**config.mk**
```make
export PLATFORM = sky130hd
export DESIGN_NAME = cpu_harness_ctrl_flat
export DESIGN_NICKNAME = d
export VERILOG_FILES = /design/src/rtl/cpu_harness_ctrl_if.sv /design/src/rtl/cpu_harness_ctrl.sv /design/src/flat_wrapper.sv
export SDC_FILE = /design/constraint.sdc
export NUM_CORES = 1
export LEC_CHECK = 0
export ABC_AREA = 0
export CORE_AREA = 2 2 250 153
export DETAILED_ROUTE_END_ITERATION = 8
export DIE_AREA = 0 0 252 155
export DONT_BUFFER_PORTS = 1
export PLACE_DENSITY = 0.62
export SLEW_MARGIN = 20
export SYNTH_ARGS = -nofsm -noshare
export SYNTH_HDL_FRONTEND = slang
export SYNTH_SLANG_ARGS = --single-unit
```
**constraint.sdc**
```tcl
create_clock -name clk -period 4 [get_ports clk]
set_input_delay 0.8 -clock clk [delete_from_list [all_inputs] [get_ports clk]]
set_output_delay 0.8 -clock clk [all_outputs]
set_load 0.02 [all_outputs]
```
**src/rtl/cpu_harness_ctrl_if.sv**
```systemverilog
// Bus and control bundle between a CPU-core bench driver and the run controller.
// Latency: none; plain wires grouped for port hygiene.
// Backpressure: none; clk_en is the only qualifier and travels with the bus.
interface cpu_harness_ctrl_if #(
    parameter int ADDR_W  = 21,
    parameter int NUM_IRQ = 3,
    parameter int CYC_W   = 32
);
    logic                       clk_en;
    logic [ADDR_W-1:0]          addr;
    logic                       re;
    logic [NUM_IRQ*CYC_W-1:0]   irq_at;
    logic [CYC_W-1:0]           timeout_cycles;
    logic                       cpu_reset;
    logic [NUM_IRQ-1:0]         irq_n;
    logic                       done;
    logic                       pass;
    logic                       timeout;
    logic [CYC_W-1:0]           cycle_count;
    logic [7:0]                 hit_count;

    // Bench / core side: drives bus observations and run configuration.
    modport master (
        output clk_en, addr, re, irq_at, timeout_cycles,
        input  cpu_reset, irq_n, done, pass, timeout, cycle_count, hit_count
    );

    // Controller side.
    modport slave (
        input  clk_en, addr, re, irq_at, timeout_cycles,
        output cpu_reset, irq_n, done, pass, timeout, cycle_count, hit_count
    );
endinterface

```
**src/rtl/cpu_harness_ctrl.sv**
```systemverilog
// Run controller for CPU-core regression: reset release, IRQ injection, halt/timeout detect.
// Latency: all outputs registered; an event on an enabled cycle is visible after the next edge.
// Backpressure: none; clk_en low freezes every counter, state and output.
module cpu_harness_ctrl #(
    parameter int                ADDR_W     = 21,
    parameter logic [ADDR_W-1:0] HALT_ADDR  = 21'h00beef,
    parameter logic [ADDR_W-1:0] HALT_MASK  = 21'h00ffff,
    parameter int                HALT_HITS  = 1,
    parameter int                NUM_IRQ    = 3,
    parameter int                CYC_W      = 32,
    parameter int                RST_CYCLES = 2,
    parameter int                IRQ_LEN    = 4
) (
    input  logic              clk,
    input  logic              reset_n,
    cpu_harness_ctrl_if.slave bus
);

    typedef enum logic [1:0] {
        S_HOLD = 2'd0,
        S_RUN  = 2'd1,
        S_DONE = 2'd2
    } state_t;

    state_t             r_state;
    logic [31:0]        r_hold_cnt;
    logic               r_cpu_reset;
    logic               r_done;
    logic               r_pass;
    logic               r_timeout;
    logic [CYC_W-1:0]   r_cycle;
    logic [7:0]         r_hits;
    logic [NUM_IRQ-1:0] r_irq_n;
    logic [NUM_IRQ-1:0] r_fired;
    logic [31:0]        r_irq_len [NUM_IRQ];

    logic               w_hit;
    logic [7:0]         w_hits_next;
    logic               w_halt_done;
    logic               w_tmo_hit;
    logic [CYC_W-1:0]   w_irq_at [NUM_IRQ];
    logic [NUM_IRQ-1:0] w_irq_sched;

    // Halt read qualification and timeout compare; hit count saturates at 255.
    always_comb begin
        w_hit       = bus.re && (((bus.addr ^ HALT_ADDR) & HALT_MASK) == '0);
        w_hits_next = (r_hits == 8'hff) ? r_hits : r_hits + 8'd1;
        w_halt_done = w_hit && (w_hits_next == 8'(HALT_HITS));
        w_tmo_hit   = (bus.timeout_cycles != '0) &&
                      (r_cycle == bus.timeout_cycles - CYC_W'(1));
    end

    // Per-channel schedule match one cycle early so irq_n drops on the scheduled cycle.
    always_comb begin
        w_irq_sched = '0;
        for (int i = 0; i < NUM_IRQ; i++) begin
            w_irq_at[i]    = bus.irq_at[i*CYC_W +: CYC_W];
            w_irq_sched[i] = (w_irq_at[i] != '0) && (r_cycle == w_irq_at[i] - CYC_W'(1));
        end
    end

    // Run sequencer: HOLD counts reset cycles, RUN counts and watches, DONE freezes everything.
    always_ff @(posedge clk or negedge reset_n) begin
        if (!reset_n) begin
            r_state     <= S_HOLD;
            r_hold_cnt  <= '0;
            r_cpu_reset <= 1'b1;
            r_done      <= 1'b0;
            r_pass      <= 1'b0;
            r_timeout   <= 1'b0;
            r_cycle     <= '0;
            r_hits      <= '0;
            r_irq_n     <= '1;
            r_fired     <= '0;
            for (int i = 0; i < NUM_IRQ; i++) r_irq_len[i] <= '0;
        end else if (bus.clk_en) begin
            case (r_state)
                S_HOLD: begin
                    r_hold_cnt <= r_hold_cnt + 32'd1;
                    if (r_hold_cnt == 32'(RST_CYCLES - 1)) begin
                        r_state     <= S_RUN;
                        r_cpu_reset <= 1'b0;
                    end
                end
                S_RUN: begin
                    if (w_hit) r_hits <= w_hits_next;
                    // Halt takes priority over a coincident timeout.
                    if (w_halt_done) begin
                        r_state <= S_DONE;
                        r_done  <= 1'b1;
                        r_pass  <= 1'b1;
                        r_irq_n <= '1;
                    end else if (w_tmo_hit) begin
                        r_state   <= S_DONE;
                        r_done    <= 1'b1;
                        r_timeout <= 1'b1;
                        r_irq_n   <= '1;
                    end else begin
                        r_cycle <= r_cycle + CYC_W'(1);
                        for (int i = 0; i < NUM_IRQ; i++) begin
                            if (!r_irq_n[i]) begin
                                // Asserted channel: hold for IRQ_LEN enabled cycles, ignore schedule.
                                if (r_irq_len[i] == 32'(IRQ_LEN - 1)) r_irq_n[i] <= 1'b1;
                                else r_irq_len[i] <= r_irq_len[i] + 32'd1;
                            end else if (w_irq_sched[i] && !r_fired[i]) begin
                                r_irq_n[i]   <= 1'b0;
                                r_irq_len[i] <= '0;
                                r_fired[i]   <= 1'b1;
                            end
                        end
                    end
                end
                S_DONE: begin
                    r_state <= S_DONE;
                end
                default: begin
                    r_state <= S_HOLD;
                end
            endcase
        end
    end

    assign bus.cpu_reset   = r_cpu_reset;
    assign bus.irq_n       = r_irq_n;
    assign bus.done        = r_done;
    assign bus.pass        = r_pass;
    assign bus.timeout     = r_timeout;
    assign bus.cycle_count = r_cycle;
    assign bus.hit_count   = r_hits;

endmodule

```
**src/flat_wrapper.sv**
```systemverilog
// flat-port wrapper written by rule: the top's interface ports become plain ports
module cpu_harness_ctrl_flat 
#(
    parameter int                ADDR_W     = 21,
    parameter logic [ADDR_W-1:0] HALT_ADDR  = 21'h00beef,
    parameter logic [ADDR_W-1:0] HALT_MASK  = 21'h00ffff,
    parameter int                HALT_HITS  = 1,
    parameter int                NUM_IRQ    = 3,
    parameter int                CYC_W      = 32,
    parameter int                RST_CYCLES = 2,
    parameter int                IRQ_LEN    = 4
)
  (clk, reset_n, bus_clk_en, bus_addr, bus_re, bus_irq_at, bus_timeout_cycles, bus_cpu_reset, bus_irq_n, bus_done, bus_pass, bus_timeout, bus_cycle_count, bus_hit_count);
  cpu_harness_ctrl_if #(.ADDR_W(ADDR_W), .NUM_IRQ(NUM_IRQ), .CYC_W(CYC_W)) bus_i ();
  input  logic clk;
  input  logic reset_n;
  input wire logic [$bits(bus_i.clk_en)-1:0] bus_clk_en;
  input wire logic [$bits(bus_i.addr)-1:0] bus_addr;
  input wire logic [$bits(bus_i.re)-1:0] bus_re;
  input wire logic [$bits(bus_i.irq_at)-1:0] bus_irq_at;
  input wire logic [$bits(bus_i.timeout_cycles)-1:0] bus_timeout_cycles;
  output wire logic [$bits(bus_i.cpu_reset)-1:0] bus_cpu_reset;
  output wire logic [$bits(bus_i.irq_n)-1:0] bus_irq_n;
  output wire logic [$bits(bus_i.done)-1:0] bus_done;
  output wire logic [$bits(bus_i.pass)-1:0] bus_pass;
  output wire logic [$bits(bus_i.timeout)-1:0] bus_timeout;
  output wire logic [$bits(bus_i.cycle_count)-1:0] bus_cycle_count;
  output wire logic [$bits(bus_i.hit_count)-1:0] bus_hit_count;
  assign bus_i.clk_en = bus_clk_en;
  assign bus_i.addr = bus_addr;
  assign bus_i.re = bus_re;
  assign bus_i.irq_at = bus_irq_at;
  assign bus_i.timeout_cycles = bus_timeout_cycles;
  assign bus_cpu_reset = bus_i.cpu_reset;
  assign bus_irq_n = bus_i.irq_n;
  assign bus_done = bus_i.done;
  assign bus_pass = bus_i.pass;
  assign bus_timeout = bus_i.timeout;
  assign bus_cycle_count = bus_i.cycle_count;
  assign bus_hit_count = bus_i.hit_count;
  cpu_harness_ctrl #(.ADDR_W(ADDR_W), .HALT_ADDR(HALT_ADDR), .HALT_MASK(HALT_MASK), .HALT_HITS(HALT_HITS), .NUM_IRQ(NUM_IRQ), .CYC_W(CYC_W), .RST_CYCLES(RST_CYCLES), .IRQ_LEN(IRQ_LEN)) u_core (.clk(clk), .reset_n(reset_n), .bus(bus_i));
endmodule
```
After elaboration in Yosys (flattened, before gate mapping) --
Index checks and enable logic that the tools add are counted.
Operators by class: $add $sub $neg 10, equality and inequality tests 20, muxes and demuxes 27, bitwise gates (word level) 3, reductions and logical operators 34
Operator list (number):
- 32-bit 2-to-1 mux | 9
- 32-bit by 1-bit adder with 32-bit output, second input constant | 5
- 32-bit equality test | 4
- 32-bit nonzero test | 4
- 32-bit by 1-bit subtractor with 32-bit output, second input constant | 4
- 32-bit by 2-bit equality test with 1-bit output, second input constant | 3
- 6-bit AND reduction | 6
- 32-bit by 1-bit equality test with 1-bit output, second input constant | 1
- 21-bit logical NOT | 1
- 3-bit AND reduction | 5
- 13-bit NOT | 1
- 1-bit 2-to-1 mux | 11
- 1-bit logical AND | 9
- 8-bit by 1-bit adder with 8-bit output, second input constant | 1
- 8-bit by 1-bit equality test with 1-bit output, second input constant | 1
- 8-bit equality test, second input constant | 1
- 8-bit 2-to-1 mux | 1
- 2-bit by 1-bit != test with 1-bit output, second input constant | 4
- 4-bit AND reduction | 2
- 2-bit 2-to-1 mux | 3
- 3-bit 2-to-1 mux | 2
- 2-bit != test, second input constant | 3
- 2-bit case mux with 3 select lines | 1
- 2-bit AND reduction | 2
- other kinds (7) | 10
Word-level totals: bits in registers 180, input bits 153, output and inout bits 47, logic and storage cells 109

Logic depth before layout (Yosys ltp) --
depth in word-level cells 8, gate-level depth with buffers 15, depth with buffers taken out 12

Least setup slack after synthesis --
OpenSTA, ideal clock, no wires.
path kind input-to-reg, from input bus_irq_at[32], to register u_core.r_irq_len[54] (netlist name), library setup time 0.121 ns, data arrival time 4.352 ns, setup slack -0.473 ns, cell stages on the path 15, path buffers 3, path through inv_1 > ha_1 > nor3b_1 > and2_1 > clkbuf_1 > nand3_1 > mux2_2 > nand2_1 > a2111o_1 > or4_1 > or4_1 > nor2_1 > buf_2 > buf_2 > nor2_1
Between the ends: word-level cells in the longest chain between the ends 6, elaborated cells on any way between the ends 7
Ends and longest elaborated chain:
- from (decl) | line flat_wrapper.sv:20 | input wire logic [$bits(bus_i.irq_at)-1:0] bus_irq_at;
- 32-bit by 1-bit subtractor with 32-bit output | line cpu_harness_ctrl.sv:58 | w_irq_sched[i] = (w_irq_at[i] != '0) && (r_cycle == w_irq_at[i] - CYC_W'(1));
- 32-bit equality test | line cpu_harness_ctrl.sv:58
- 1-bit logical AND (*) | line cpu_harness_ctrl.sv:58
- 1-bit logical AND (*) | line cpu_harness_ctrl.sv:105 | end else if (w_irq_sched[i] && !r_fired[i]) begin
- 2-bit != test (no source line) (*)
- 6-bit AND reduction (no source line) (*)
- to (signal, indexed assignment) | line cpu_harness_ctrl.sv:104 | else r_irq_len[i] <= r_irq_len[i] + 32'd1;
- to (decl) | line cpu_harness_ctrl.sv:35 | logic [31:0] r_irq_len [NUM_IRQ];
Mark *: on every way between the ends. The rest lies on a longest branch, timed or not. A chain may end at the register's enable or synchronous reset.

Worst setup path in the final report --
from input bus_irq_at[65], to register u_core.r_irq_len[28] (netlist name)
Same word-level chain as after synthesis.

==> metrics.cfg <==
[logic_synthesis]
yosys.area_share.adder_pct=1.46
synth_fp_nets=1923
main_combinational_cell_family_by_area_after_synthesis=simple AND/OR/NAND/NOR gates
synth_async_sr_flop_share_pct=100
synth_simple_gate_area_share_pct=34.2
synth_common_cells=198 x sky130_fd_sc_hd__xnor2_1, 176 x sky130_fd_sc_hd__dfrtp_1, 175 x sky130_fd_sc_hd__nor2_1
multiplexer_share_of_the_synthesized_area_pct=2.71
synth_largest_area_cell=sky130_fd_sc_hd__dfrtp_1
synth-seq-area-share_pct=31.0
post_synth_edffs=0
yosysWarnings=0
synth-xor-area-share_pct=16.6
synth_top_flop_cell=sky130_fd_sc_hd__dfrtp_1
synth-compound-area-share_pct=10.3
synth.distinct_cells=82
synth_cells=1753
yosysMostFrequentCell=sky130_fd_sc_hd__xnor2_1
synth.area.top_cells=sky130_fd_sc_hd__dfrtp_1 30%, sky130_fd_sc_hd__xnor2_1 12%, sky130_fd_sc_hd__xor2_1 4.7%
synthesis.area_um2=14500
synth.ff_latch_count=180
area_share_of_the_largest_cell_type_after_synthesis_pct=30.3
syn_area_per_cell_um2=8.30

[sta]
worst-slew-pin-transition_ns=0.691
final.setup_skew_ns=0.0194
final.hold.worst_slack_ns=0.0548
fin_crit_ns=3.93
timing.final.hold_violations=0
drv_slew=0
layout_worst_path_cycle_share_pct=98.2
slew-limit-headroom_pct=53.8
grt_setup_unrepaired=false
setup_viol=0
max_clock_freq_mhz=255

[run_status]
run_status=complete, no violations

[min_path]
worst_hold_path_type=in -> async

[layout]
total_area_of_multi_input_combinational_cells_um2=9610
area_growth_syn_to_layout_pct=15.9
final_design_area_no_fill_um2=16900
layout.nets=2023
regArea_um2=4510
n_fill_cell=3601
drive_above_1_share_pct=15.0

[grt]
grt_antenna_before_repair=1
wire_length_of_the_first_global_routing_pass_um=75700
number_of_global_route_vias_before_repair=13316
grt_start_max_net_pins=181
grt_overflow=0
overall_routing_resource_usage_pct=24.8

[pwr]
vdd.ir_drop.worst_v=0.000323
clockPowerShare_pct=42.6
finalPower_mw=3.93
leakagePower_nw=6.67
net-switching-power_mw=1.02
power.density_nw_per_um2=233
switching_power_as_a_share_of_total_power_pct=25.9
share_seq_of_total_power_pct=48.3
p_int_mw=2.91
pwr-share-comb_pct=9.1

[floorplan]
die_y_um=155
initial_core_util_pct=39.3
die_width_um=252
placementRows=55
core_area_um2=37000
die-area_um2=39100
design.portCount=200

[clock_tree]
post_cts_hold_buffer_count=0
cts-htree-levels=4
post_cts_setup_buffers=0
cts_tree=done
cts_inserted_buffers=17
cts.sinks=180
cts-root-to-sink-buffers=2
cts_root_buf=sky130_fd_sc_hd__clkbuf_16
clkLatencyLatePin_ns=0.45
clk_transition_reported_paths_ns=0.07

[placement]
hpwl_um=38800
gpl.final_weighted_congestion=0.979
portBuffers=0
placedInstanceArea_um2=16300

[route]
drt_wl_total_um=48800
dr.pass1.iters=8
total_drc_errors_in_the_routed_layout=0
wl_per_cell_um=20.8
post_drt_via_cell_ratio=5.99
vias=14085
drtAntennaViolNets=0
first_iter_violations=1364

[critical_path]
critical_path_peak_fanout=6
critical_path.startpoint_type=input pin
worstRegToRegCells=11
r2r_slack_ns=0.31
worst_setup_path_end_kind=flip-flop
crit_arrival_ns=4.26
critPathKind=in -> reg
cp.required_ns=4.33

[job]
max_cap_violations=0

[registers in the layout (all words and copies together) (netlist names), named ones only]
name and count:
u_core.r_irq_len 96, u_core.bus.cpu_reset 1, u_core.r_hold_cnt 32, u_core.bus.pass 1, u_core.bus.cycle_count 32, u_core.bus.hit_count 7
u_core.r_state 2, u_core.bus.irq_n 3, u_core.bus.done 1, u_core.bus.timeout 1, u_core.r_fired 3
[metal layers]
layer  global-route usage (%)  up-vias  part of all wire (%)
li1                         -     6635                     -
met1                     37.0     6849                    48
met2                     34.6      560                    40
met3                     7.09       41                   9.8
met4                     6.20        0                   1.8
met5                        0        -                     0
[metrics by stage]
step / util (%) / worst slack (ns) / setup TNS (ns) / instances
global placement: 43.9 / -0.228 / -5.95 / 2317
floorplan: - / -0.187 / -0.555 / 1753
global route: 45.5 / 0.00157 / 0 / 2350
CTS: 45.4 / 0.145 / 0 / 2349
detailed placement: 43.9 / -0.278 / -9.88 / 2317
finish: 45.5 / 0.0712 / 0 / 2351
[area by class of cell]
type | instances | area share [%]
diodes | 1 | 0.0148
clock buffers | 19 | 2.57
clock inverters | 13 | 0.750
inverters | 47 | 1.17
multi-input cells | 1438 | 57.0
flip-flops and latches | 180 | 26.7
well taps | 484 | 3.59
repair buffers | 169 | 8.14
[power by group through the flow]
stage	Clock, mW	Sequential (mW)	Combinational (mW)
2_1_floorplan	0	1.92	0.285
3_3_place_gp	0	1.93	0.341
3_5_place_dp	0	1.93	0.351
4_1_cts	1.71	1.89	0.354
5_1_grt	1.79	1.90	0.397
6_report	1.67	1.89	0.358
[worst max-delay path: stages]
cell and delay, ns:
sky130_fd_sc_hd__inv_12 0.03, sky130_fd_sc_hd__ha_4 0.12, sky130_fd_sc_hd__or3b_4 0.37, sky130_fd_sc_hd__or4_4 0.48
sky130_fd_sc_hd__a211oi_2 0.23, sky130_fd_sc_hd__or4b_1 0.50, sky130_fd_sc_hd__nor4_2 0.19, sky130_fd_sc_hd__nand4_1 0.23
sky130_fd_sc_hd__o22a_2 0.30, sky130_fd_sc_hd__nor4_4 0.27, sky130_fd_sc_hd__buf_4 0.21, sky130_fd_sc_hd__and4_1 0.20
sky130_fd_sc_hd__mux2_2 0.33
[placed cells by master (no fill, tap or decap), types with 15 or more instances in the layout]
cell type                     n
sky130_fd_sc_hd__a21oi_1     44
sky130_fd_sc_hd__a31oi_1     17
sky130_fd_sc_hd__and2_1      15
sky130_fd_sc_hd__and3_1      43
sky130_fd_sc_hd__and4_1      17
sky130_fd_sc_hd__buf_4      160
sky130_fd_sc_hd__clkbuf_16   17
sky130_fd_sc_hd__dfrtp_1    176
sky130_fd_sc_hd__inv_1       43
sky130_fd_sc_hd__mux2_2      27
sky130_fd_sc_hd__nand2_1     98
sky130_fd_sc_hd__nand2b_1    19
sky130_fd_sc_hd__nand3_1     85
sky130_fd_sc_hd__nand4_1     84
sky130_fd_sc_hd__nor2_1     174
sky130_fd_sc_hd__nor2b_1     26
sky130_fd_sc_hd__nor3_1      75
sky130_fd_sc_hd__nor4_1      89
sky130_fd_sc_hd__nor4b_1     19
sky130_fd_sc_hd__o21ai_0     44
sky130_fd_sc_hd__o31ai_1     21
sky130_fd_sc_hd__or3_1       45
sky130_fd_sc_hd__or4_1       28
sky130_fd_sc_hd__xnor2_1    198
sky130_fd_sc_hd__xor2_1      78
[what timing repair did]
action / in CTS / in global routing
endpoints found under the hold margin: 0 / 0
endpoints found under the setup margin: 0 / 4
resized for setup: 0 / 4
[path summary, 6_finish.rpt]
path	from	to
max	bus_irq_at[65]	u_core.r_irq_len[28]$_DFFE_PN0P_
min	reset_n	u_core.r_irq_len[55]$_DFFE_PN0P_
max reg2reg	u_core.bus.cycle_count[7]$_DFFE_PN0P_	u_core.r_irq_len[57]$_DFFE_PN0P_
min reg2reg	u_core.r_fired[1]$_DFFE_PN0P_	u_core.r_fired[1]$_DFFE_PN0P_
max in group asynchronous	reset_n	u_core.bus.irq_n[0]$_DFFE_PN1P_
min in group clk	bus_clk_en	u_core.r_state[0]$_DFFE_PN0P_
[cells by family (layout without fill, tap and decap cells)]
logic type	count (synthesis)	count (layout)
buffers and inverters	135	248
flip-flops	180	180
multiplexers	36	36
XOR/XNOR	276	276
AND/OR/NAND/NOR	889	889
other	0	1
AO/OA/AOI/OAI	220	220
adder cells (fa/ha/maj)	17	17
(Power assumes the default switching activity.)
